$ cat config.mk
export PLATFORM = sky130hd
export DESIGN_NAME = gate_array_pipe
export DESIGN_NICKNAME = d
export VERILOG_FILES = /design/src/rtl/gate_array_pkg.sv /design/src/rtl/gate_array_fn.sv /design/src/rtl/gate_array_pipe.sv
export SDC_FILE = /design/constraint.sdc
export NUM_CORES = 1
export LEC_CHECK = 0
export ABC_AREA = 1
export CAP_MARGIN = 20
export CORE_MARGIN = 2
export CORE_UTILIZATION = 51
export CTS_BUF_LIST = sky130_fd_sc_hd__clkbuf_4 sky130_fd_sc_hd__clkbuf_8 sky130_fd_sc_hd__clkbuf_16
export DETAILED_ROUTE_END_ITERATION = 10
export PLACE_DENSITY = 0.87
export SYNTH_ARGS = -nofsm -noshare
export SYNTH_HDL_FRONTEND = slang
export SYNTH_SLANG_ARGS = --single-unit
$ cat constraint.sdc
create_clock -name clk -period 2.5 [get_ports clk]
set_clock_uncertainty 0.1 [all_clocks]
set_input_delay 0.625 -clock clk [delete_from_list [all_inputs] [get_ports clk]]
set_output_delay 0.625 -clock clk [all_outputs]
set_load 0.01 [all_outputs]
$ cat src/rtl/gate_array_pkg.sv
// Shared types for the gate array pipeline: opcode encoding and per-result sideband record.
package gate_array_pkg;

    typedef enum logic [2:0] {
        OP_AND  = 3'd0,
        OP_OR   = 3'd1,
        OP_NAND = 3'd2,
        OP_NOR  = 3'd3,
        OP_XOR  = 3'd4,
        OP_XNOR = 3'd5,
        OP_NOT  = 3'd6,
        OP_PASS = 3'd7
    } op_e;

    // The y field is width-dependent, so the full result record is built in the top
    // around this fixed-width sideband.
    typedef struct packed {
        op_e  op;
        logic zero;
        logic parity;
    } res_meta_t;

endpackage

$ cat src/rtl/gate_array_fn.sv
// Combinational bitwise function unit: applies the selected logic op and derives zero/parity flags.
module gate_array_fn
    import gate_array_pkg::*;
#(
    parameter int WIDTH = 8
) (
    input  logic [WIDTH-1:0] a,
    input  logic [WIDTH-1:0] b,
    input  logic [2:0]       op,
    output logic [WIDTH-1:0] y,
    output logic             zero,
    output logic             parity
);

    function automatic logic calc_parity(input logic [WIDTH-1:0] v);
        return ^v;
    endfunction

    // Opcode decode to the bitwise result.
    always_comb begin
        y = a;
        case (op_e'(op))
            OP_AND:  y = a & b;
            OP_OR:   y = a | b;
            OP_NAND: y = ~(a & b);
            OP_NOR:  y = ~(a | b);
            OP_XOR:  y = a ^ b;
            OP_XNOR: y = ~(a ^ b);
            OP_NOT:  y = ~a;
            OP_PASS: y = a;
            default: y = a;
        endcase
    end

    assign zero   = (y == {WIDTH{1'b0}});
    assign parity = calc_parity(y);

endmodule

$ cat src/rtl/gate_array_pipe.sv
// Pipelined gate array: registers each result into a main/skid buffer pair behind a valid/ready
// stream, keeping full throughput under backpressure, plus a saturating accepted-transaction count.
module gate_array_pipe
    import gate_array_pkg::*;
#(
    parameter int WIDTH = 8,
    parameter int CNT_W = 16
) (
    input  logic             clk,
    input  logic             rst_n,
    input  logic             in_valid,
    output logic             in_ready,
    input  logic [WIDTH-1:0] in_a,
    input  logic [WIDTH-1:0] in_b,
    input  logic [2:0]       in_op,
    output logic             out_valid,
    input  logic             out_ready,
    output logic [WIDTH-1:0] out_y,
    output logic [2:0]       out_op,
    output logic             out_zero,
    output logic             out_parity,
    output logic [CNT_W-1:0] txn_count
);

    typedef struct packed {
        logic [WIDTH-1:0] y;
        res_meta_t        meta;
    } res_t;

    logic [WIDTH-1:0] fn_y_s;
    logic             fn_zero_s;
    logic             fn_parity_s;
    res_t             new_s;
    res_t             m_r, s_r, m_nxt_s, s_nxt_s;
    logic             m_valid_r, s_valid_r, m_valid_nxt_s, s_valid_nxt_s;
    logic             accept_s, drain_s;
    logic [CNT_W-1:0] cnt_r, cnt_nxt_s;

    gate_array_fn #(.WIDTH(WIDTH)) u_fn (
        .a      (in_a),
        .b      (in_b),
        .op     (in_op),
        .y      (fn_y_s),
        .zero   (fn_zero_s),
        .parity (fn_parity_s)
    );

    assign new_s.y           = fn_y_s;
    assign new_s.meta.op     = op_e'(in_op);
    assign new_s.meta.zero   = fn_zero_s;
    assign new_s.meta.parity = fn_parity_s;

    // in_ready depends only on registered skid occupancy, never on out_ready.
    assign accept_s = in_valid && !s_valid_r;
    assign drain_s  = m_valid_r && out_ready;

    // Buffer next-state: M fills first, S absorbs one result when M is stalled.
    always_comb begin
        m_nxt_s       = m_r;
        s_nxt_s       = s_r;
        m_valid_nxt_s = m_valid_r;
        s_valid_nxt_s = s_valid_r;
        if (accept_s && (!m_valid_r || drain_s)) begin
            m_nxt_s       = new_s;
            m_valid_nxt_s = 1'b1;
        end else if (accept_s) begin
            s_nxt_s       = new_s;
            s_valid_nxt_s = 1'b1;
        end else if (drain_s && s_valid_r) begin
            m_nxt_s       = s_r;
            s_valid_nxt_s = 1'b0;
        end else if (drain_s) begin
            m_valid_nxt_s = 1'b0;
        end else begin
            m_valid_nxt_s = m_valid_r;
        end
    end

    // Saturating counter next-state.
    always_comb begin
        cnt_nxt_s = cnt_r;
        if (accept_s && (cnt_r != {CNT_W{1'b1}})) begin
            cnt_nxt_s = cnt_r + {{(CNT_W-1){1'b0}}, 1'b1};
        end else begin
            cnt_nxt_s = cnt_r;
        end
    end

    // State registers; reset discards any buffered result.
    always_ff @(posedge clk or negedge rst_n) begin
        if (!rst_n) begin
            m_r       <= '0;
            s_r       <= '0;
            m_valid_r <= 1'b0;
            s_valid_r <= 1'b0;
            cnt_r     <= {CNT_W{1'b0}};
        end else begin
            m_r       <= m_nxt_s;
            s_r       <= s_nxt_s;
            m_valid_r <= m_valid_nxt_s;
            s_valid_r <= s_valid_nxt_s;
            cnt_r     <= cnt_nxt_s;
        end
    end

    assign in_ready   = !s_valid_r;
    assign out_valid  = m_valid_r;
    assign out_y      = m_r.y;
    assign out_op     = m_r.meta.op;
    assign out_zero   = m_r.meta.zero;
    assign out_parity = m_r.meta.parity;
    assign txn_count  = cnt_r;

endmodule

==> summary.txt <==
Logic synthesis
  – Leading area contributor after synthesis: dfrtp_1
  – Synth cell types: 32
  – Asr flop ratio synth: 1.000
  – Synth top area share: 0.3322
  – Number of synthesized flops with an enable pin: 0
  – Most used flip-flop cell after synthesis: dfrtp_1
  – Synth area leaders: dfrtp_1 (33%), nand2_1 (15%), ha_1 (7.9%), nand4_1 (5.1%), inv_1 (4.8%)
  – Mapped Cells: 456
  – Yosys warnings: 0
  – Syn_nets: 500
  – FF+latch count, synth: 44
  – Synth Area per Inst: 7.268 µm²
  – Sequential area share after synthesis: 0.3322
  – Mapped Area: 3314 µm²

Power
  – Sequential fraction of design power: 0.348
  – Static Leak: 0.002270 µW
  – Clock power frac: 0.132
  – Gate power share: 0.520
  – Sw frac: 0.4087
  – Internal: 1964 µW
  – Worst IR drop on VDD: around 520 µV
  – Pwr Density: 700.1 nW/µm²
  – P_sw: around 1400 µW

Worst setup path
  – Critical path class: input port to flip-flop
  – CP peak stage delay: between 0.2 and 0.3 ns
  – Origin of the worst setup path: in_a[1]
  – CP required: 2.59 ns
  – Crit-path max FO: 2
  – Crit path cell chain: dlygate4sd2_1 > inv_2 > ha_4 > inv_1 > nand4_1 > nand2_1 > nor2_4 > nand3_2 > inv_2 > ha_4 > xor2_4 > xnor2_2 > o21ai_1 > nand2_1
  – CP Capture Type: flip-flop
  – Slowest library cell on the worst path: ha_4
  – Reg-to-Reg Start: txn_count[0]
  – Critical Path Source Type: input port
  – WP data arrival: 2.58 ns

Route
  – Vias/cell: 5.880
  – Initial drt markers: about 340
  – Total number of vias: 3,763
  – Routed wire length: 10.73 mm
  – Post-DRT Antenna Nets: 0
  – Drt first pass iters: 7
  – WL per Instance: 16.77 µm
  – Drt drc: 0

CTS
  – Clock Path Buffers: 2
  – Reg clk slew, reported paths: around 0.080 ns
  – Clock Tree Root: clkbuf_8
  – Htree depth: 2
  – Clock latency on the worst-skew pair: 0.30 ns
  – Clock sink count: 44
  – Total CTS buffers: 5
  – CTS tree: done

Die
  – Cell row count: 29
  – Die height: 84.62 µm
  – Die Area: 7160 µm²
  – Die Span X: 84.62 µm
  – Initial Utilization: 0.5250
  – Core area: 6314 µm²
  – I/O pin count: 54

Global routing
  – Vias in the first global route: roughly 3,400
  – First-pass GRT wire length: ~15 mm
  – Largest net degree at the start of global routing: 45
  – Total Routing Usage GR: 0.2616
  – Initial antenna violation count: 0
  – Grt total ovfl: 0

Final layout
  – Layout cells sized above 1: 0.3179
  – Synth-to-Final Area Change: 43.11%
  – Core Util, Final: 0.7513
  – Design area: 4743 µm²
  – Commonest non-fill, non-tap cell in the layout: nand2_1
  – Most frequent cells in the layout: nand2_1 (129), buf_4 (52), dfrtp_1 (44)
  – Filler cells: 448
  – Diode count: 0
  – NumNets Final: around 610

STA
  – Min cycle time layout: 2.494 ns
  – Final setup margin: 0.006312 ns
  – Fin Setup TNS: 0 ns
  – Worst slew pin tran: 0.5472 ns
  – F_max: 401.0 MHz
  – # setup viols final: 0
  – Final worst-path cycle share: 0.9975
  – Endpoints failing hold: 0
  – Relative slew slack: 0.6352
  – Fin. max-slew vios: 0

Outcome
  – Status: completed

Worst hold path
  – Worst min-delay path category: input port to async pin

Placed design
  – Pre-CTS WS: -0.5999 ns
  – Area after DPL: 4173 µm²
  – GPL Wtd Cong: 0.9029
  – Post-detail-place hpwl: approximately 6.3 mm
  – # port buffers: 53

Job
  – Max-cap violations: 0
-- final cells by class --
cell class                      instances  area, µm²  share of cell area
Inverter                               52      205.2             0.04326
Timing Repair Buffer                  115       1037              0.2187
Sequential cell                        44       1101              0.2321
Clock buffer                            6      76.32             0.01609
Tap cell                               77      96.34             0.02031
Clock inverter                          1      5.005            0.001055
Multi-Input combinational cell        345       2222              0.4685
-- power by group through the flow --
stage	sequential [µW]	clock [µW]	combinational (µW)
global route	1180	466	1850
CTS	1140	440	1510
detailed placement	1150	0	1420
finish	1160	439	1730
global placement	1130	0	1360
floorplan	1180	0	750
-- through the flow --
| stage | cells | hold WS [ns] | power, µW |
|---|---|---|---|
| finish | 640 | 0.2831 | 3321 |
| global route | 640 | 0.3444 | 3499 |
| CTS | 637 | 0.3124 | 3086 |
| detailed placement | 610 | 0.3738 | 2567 |
| global placement | 610 | 0.3624 | 2493 |
| floorplan | 456 | 0.2294 | 1930 |
-- sequential cells by signal, indices dropped and copies added, names as in the netlist --
register    cells
out_y           8
s_valid_r       1
txn_count      16
out_valid       1
out_parity      1
out_zero        1
out_op          3
s_r            13
-- worst paths after layout --
path	endpoint	slack (ns)	cells past startpoint
min reg2reg	out_y[0]	0.39	2
max	out_parity	0.006	14
min	out_valid	0.28	2
min in group clk	out_y[0]	0.39	2
max reg2reg	txn_count[9]	0.55	8
max in group asynchronous	out_y[6]	1.63	2
-- timing repair --
| action | in CTS | in global routing |
|---|---|---|
| endpoints found under the setup margin | 3 | 2 |
| pin swaps | 37 | 20 |
| buffers inserted | 20 | 3 |
| endpoints found under the hold margin | 0 | 0 |
| resized for setup | 69 | 36 |
| hold buffers | 0 | 0 |
-- metal layers --
metal	track usage	wire, µm	vias to the layer above
met1	0.3248	3965	1762
li1	-	-	1686
met4	0.1154	656	0
met2	0.4531	5320	248
met5	0	0	-
met3	0.03540	791	67
-- synth_stat cells, types with 2 or more instances --
cell type	n
inv_2	8
o21ai_1	17
nand3_1	29
ha_1	21
o21ai_0	6
nand4_1	27
nor3_1	3
o21ai_2	2
nor2_1	39
xnor2_1	13
nand2_1	136
nand3_2	9
clkbuf_1	4
nor2_2	17
buf_2	6
dfrtp_1	44
nand3b_1	7
inv_1	42
buf_4	2
xor2_1	4
a21oi_1	6
nor2_4	2
buf_6	3
-- critical path, delay by kind of cell --
| family | cells | cell delay, ns |
|---|---|---|
| buffers and inverters | 4 | 0.45 |
| XOR/XNOR | 2 | 0.35 |
| AND/OR/NAND/NOR | 5 | 0.52 |
| AO/OA/AOI/OAI | 1 | 0.15 |
| adder cells (fa/ha/maj) | 2 | 0.49 |
-- cells by family after synthesis --
| kind of cell | Yosys count | synth area share |
|---|---|---|
| compound gates | 32 | 0.05134 |
| simple gates | 274 | 0.4009 |
| mux | 1 | 0.003397 |
| xor+xnor | 17 | 0.04492 |
| fa+ha+maj | 21 | 0.07927 |
| flops | 44 | 0.3322 |
| buf+inv | 67 | 0.08795 |
Note: power is estimated with default switching activity, not from simulation.
==> edit 1: new RTL, same settings <==
`WIDTH` is set to 8 in 2 places; all go to 10.
--- a/src/rtl/gate_array_fn.sv
+++ b/src/rtl/gate_array_fn.sv
@@ -4,3 +4,3 @@
 #(
-    parameter int WIDTH = 8
+    parameter int WIDTH = 10
 ) (
--- a/src/rtl/gate_array_pipe.sv
+++ b/src/rtl/gate_array_pipe.sv
@@ -5,3 +5,3 @@
 #(
-    parameter int WIDTH = 8,
+    parameter int WIDTH = 10,
     parameter int CNT_W = 16
Interface: changed (resized in_a, in_b and out_y); port bits go from 54 to 60. No check against the original RTL was run, so the function may have changed too.
==> edit 1 against the unedited design <==
- the run now ends with setup timing left
- setup slack lost 0.17 ns
- design area grew 14%
- routed wire length grew 29%
- maximum frequency shrank 6.3%
- area after synthesis grew 7.5%
- sequential cell count grew 4
- combinational power grew 10%
- power grew 13%
==> edit 1: results (changes against the unedited design) <==
- Critical Path AT: 2.80 ns (+0.22 ns)
- Placement Cell Area: 4662 um2 (+12%)
- Worst setup margin: -0.1607 ns (-0.1670 ns)
- Fill cell count: 417 (-6.9%)
- Detailed Route Iter0 Violations: 474 (+39%)
- Syn_nets: 581 (+16%)
- Synth Area in Compound Gates: 0.06285 (+0.01151)
- Leak pwr: 2.773 nW (+22%)
- Layout cells sized above 1: 0.2878 (-0.03013)
- Clk slew on worst S/H paths: 0.09 ns
- Register area share after synthesis: 0.3371 (+0.004878)
- Gp weighted congestion: 0.8981 (-0.53%)
- Post-synthesis adder-cell area fraction: 0.09129 (+0.01202)
- Vias in the first global route: 4295 (+26%)
- Initial antenna violation count: 0 (unchanged)
- Port Buffers: 59 (+11%)
- Setup slack after placement: -0.6506 ns (-0.05070 ns)
- Post-DR vias/cell: 6.013 (+2.3%)
- Yosys cell types: 27 (-16%)
- N_diodes: 0 (unchanged)
- Detail Placement HPWL: 7.466 mm (+19%)
- Worst Hold Class: in2async
- Failing checks: setup timing
- Final hold vios: 0 (unchanged)
- Synth Warn #: 0 (unchanged)
- Status: finished, violations left
- Clock buffer depth: 2 (unchanged)
- First-pass GRT wire length: 18.91 mm (+23%)
- Fin nets: 733 (+21%)
- Synth cell count leaders: 172 x nand2_1, 66 x inv_1, 57 x nand3_1, 48 x dfrtp_1, 47 x nor2_1
- Post-Synth XOR/XNOR Area: 0.03933 (-0.005597)
- CP max FO: 2 (unchanged)
- Pint: 2.232 mW (+14%)
- Total GRT Usage: 0.3116 (+0.05001)
- CTS Buf Count: 5 (unchanged)
- Worst path slowest cell: dlygate4sd2_1
- Final setup viols: 2 (+2)
- Clock root cell: clkbuf_8
- Largest net degree at the start of global routing: 49 (+8.9%)
- Worst skew pair latency: 0.31 ns
- DRT Pass-1 Iters: 6 (-1)
- Design area: 5429 um2 (+14%)
- Maximum vdd drop: 0.0006826 V (+32%)
- Final TNS setup: -0.2664 ns (-0.2664 ns)
- Max reg flops: 16 (unchanged)
- Post-synth top flop: dfrtp_1
- Mux contribution to synthesized area: 0 (-0.003398)
- DR WL/cell: 17.88 um (+6.6%)
- Synth top area cells: dfrtp_1 34%, nand2_1 18%, ha_1 9.1%
- Cell family with most CP delay: simple AND/OR/NAND/NOR gates
- FFs w/ async S/R, synth: 1.000 (unchanged)
- Slew headroom: 0.5955 (-0.03973)
- Max incr delay on CP: 0.27 ns
- CTS H-tree depth: 2 (unchanged)
edit 1: power by group through the flow:
stage                     Sequential (mW)  Clock (mW)  Combinational, mW
after floorplan                      1.27           0              0.769
after global placement               1.23           0               1.41
after detailed placement             1.24           0               1.47
after CTS                            1.23       0.573               1.71
after global routing                 1.28       0.601               2.05
final                                1.25       0.580               1.91
edit 1: area by class of cell:
type	instances	area, um2	share of cell area
multi-input combinational	392	2350	0.4328
timing repair buffer	161	1376	0.2535
sequential	48	1201	0.2212
tap	96	120.1	0.02212
inverter	72	270.3	0.04978
clock buffer	6	76.32	0.01406
clock inverter	2	35.03	0.006453
edit 1: cells by family (layout without fill, tap and decap cells):
family | count (synthesis) | count (layout)
compound gates | 43 | 43
xor+xnor | 16 | 16
fa+ha+maj | 26 | 26
buf+inv | 88 | 241
flops | 48 | 48
simple gates | 307 | 307
edit 1: per-stage QoR:
stage	total power, mW	instances
after floorplan	2.042	528
after global placement	2.641	731
after detailed placement	2.715	731
after CTS	3.512	774
after global routing	3.927	777
final	3.741	777
edit 1: metal layers:
metal,wire (um),share of wire,vias up,GRT usage
li1,-,-,1988,-
met1,4917,0.35,2135,0.3612
met2,6597,0.47,405,0.5503
met3,1319,0.095,144,0.05467
met4,1058,0.076,0,0.1594
met5,0,0,-,0
edit 1: final timing paths:
path / slack, ns / depth (start not counted) / to / from
setup / recovery: -0.16 / 16 / out_parity$_DFFE_PN0P_ / in_b[6]
setup reg to reg: 0.59 / 8 / txn_count[11]$_DFFE_PN0P_ / txn_count[0]$_DFFE_PN0P_
max in group asynchronous: 1.60 / 2 / s_r[7]$_DFFE_PN0P_ / rst_n
hold / removal: 0.30 / 2 / out_y[1]$_DFFE_PN0P_ / rst_n
min in group clk: 0.39 / 2 / s_r[10]$_DFFE_PN0P_ / s_r[10]$_DFFE_PN0P_
hold reg to reg: 0.39 / 2 / s_r[10]$_DFFE_PN0P_ / s_r[10]$_DFFE_PN0P_
edit 1: repair_timing:
item,4_1_cts,5_1_grt
hold buffers,0,0
endpoints found under the setup margin,4,11
resized for setup,89,45
setup buffers,35,4
pin swaps,46,25
==> edit 2: new RTL, config.mk and constraints unchanged <==
Without the edit above. Register the output `txn_count` once more, cleared by the reset; this adds one clock of latency there. The other outputs are not delayed to match.
--- a/src/rtl/gate_array_pipe.sv
+++ b/src/rtl/gate_array_pipe.sv
@@ -111,3 +111,9 @@
     assign out_parity = m_r.meta.parity;
-    assign txn_count  = cnt_r;
+    always_ff @(posedge clk or negedge rst_n) begin
+        if (!rst_n) begin
+            txn_count <= '0;
+        end else begin
+            txn_count <= cnt_r;
+        end
+    end
 
Formal check against the unedited RTL: not equivalent (Yosys sat finds a counterexample within 4 cycles, from zero or initial values and one cycle with rst_n low).
==> edit 2 against the unedited design <==
- the run now ends with setup timing left
- maximum frequency decreased by 4.9%
- area after synthesis increased by 9.6%
- hold slack got worse by 0.15 ns
- sequential cell count increased by 16
- setup slack got worse by 0.13 ns
- design area increased by 10%
- power increased by 24%
- routed wire length increased by 11%
- non-clock buffer count increased by 3
- critical path depth decreased by 1
- count of clock-buffer cells in the layout increased by 4
- critical path type unchanged
- largest power group unchanged
- highest routed layer unchanged
==> edit 2: results (changes against the unedited design) <==
- Wl on met1: 4.178 mm (+5.4%)
- Cells after synthesis: 468 (+2.6%)
- Gp weighted congestion: 0.9202 (+1.9%)
- Mux contribution to synthesized area: 0 (-0.003398)
- Synth cell count leaders: 134 x nand2_1, 60 x dfrtp_1, 48 x inv_1, 43 x nand3_1, 40 x nor2_1
- R2R Path Start: cnt_r[0]$_DFFE_PN0P_
- Post-synthesis adder-cell area fraction: 0.07236 (-0.006911)
- Met3 Use GR: 0.06063 (+0.02524)
- Reg2Reg Capture Point: cnt_r[1]$_DFFE_PN0P_
- Metal3 WL: 1.099 mm (+39%)
- Post-Synth XOR/XNOR Area: 0.03618 (-0.008741)
- Placement Cell Area: 4588 um2 (+10%)
- Worst skew pair latency: 0.35 ns (+0.05 ns)
- Failing checks: setup timing
- Register area share after synthesis: 0.4135 (+0.08131)
- Vias in the first global route: 3771 (+11%)
- CTS H-tree depth: 3 (+1)
- Met2 routed WL: 5.956 mm (+12%)
- DRT Pass-1 Iters: 5 (-2)
- CTS Buf Count: 9 (+4)
- Fin nets: 629 (+3.6%)
- Max incr delay on CP: 0.48 ns (+0.22 ns)
- Synth top area cells: dfrtp_1 41%, nand2_1 14%, ha_1 7.2%
- Status: finished, violations left
- First-pass GRT wire length: 17.00 mm (+11%)
- Yosys cell types: 34 (+6.3%)
- DR WL/cell: 17.44 um (+4.0%)
- Final setup viols: 2 (+2)
- Worst setup margin: -0.1209 ns (-0.1272 ns)
- Fin Hold WS: 0.1332 ns (-0.1499 ns)
- Synth Area in Compound Gates: 0.06272 (+0.01138)
- Worst setup path start: in_a[7]
- Placed insts: 655 (+7.4%)
- Worst slew pin tran: 0.5198 ns (-0.02738 ns)
- M1 GR Usage: 0.3187 (-0.006145)
- Setup slack after placement: -0.4783 ns (+0.1216 ns)
edit 2: layout make-up:
cell class	instances	area (um2)
Tap cell	96	120.1
Multi-Input combinational cell	339	2074
Fill cell	427	1613
Inverter	57	219.0
Clock inverter	6	65.06
Clock buffer	10	131.4
Timing Repair Buffer	118	1107
Sequential cell	60	1501
edit 2: repair_timing:
| action | 4_1_cts | 5_1_grt |
|---|---|---|
| hold buffers | 0 | 0 |
| buffers inserted | 10 | 5 |
| pin swaps | 18 | 33 |
| gates resized for setup | 28 | 57 |
| gates cloned | 0 | 0 |
| setup endpoints to repair | 2 | 4 |
edit 2: critical path, delay by kind of cell:
family	cells	cell delay (ns)
AO/OA/AOI/OAI	1	0.09
XOR/XNOR	2	0.36
adder cells (fa/ha/maj)	2	0.49
buffers and inverters	2	0.56
AND/OR/NAND/NOR	6	0.68
edit 2: power breakdown:
group,switching (mW),internal (mW)
Clock,0.400,0.470
Combinational,0.943,0.768
Sequential,0.232,1.30
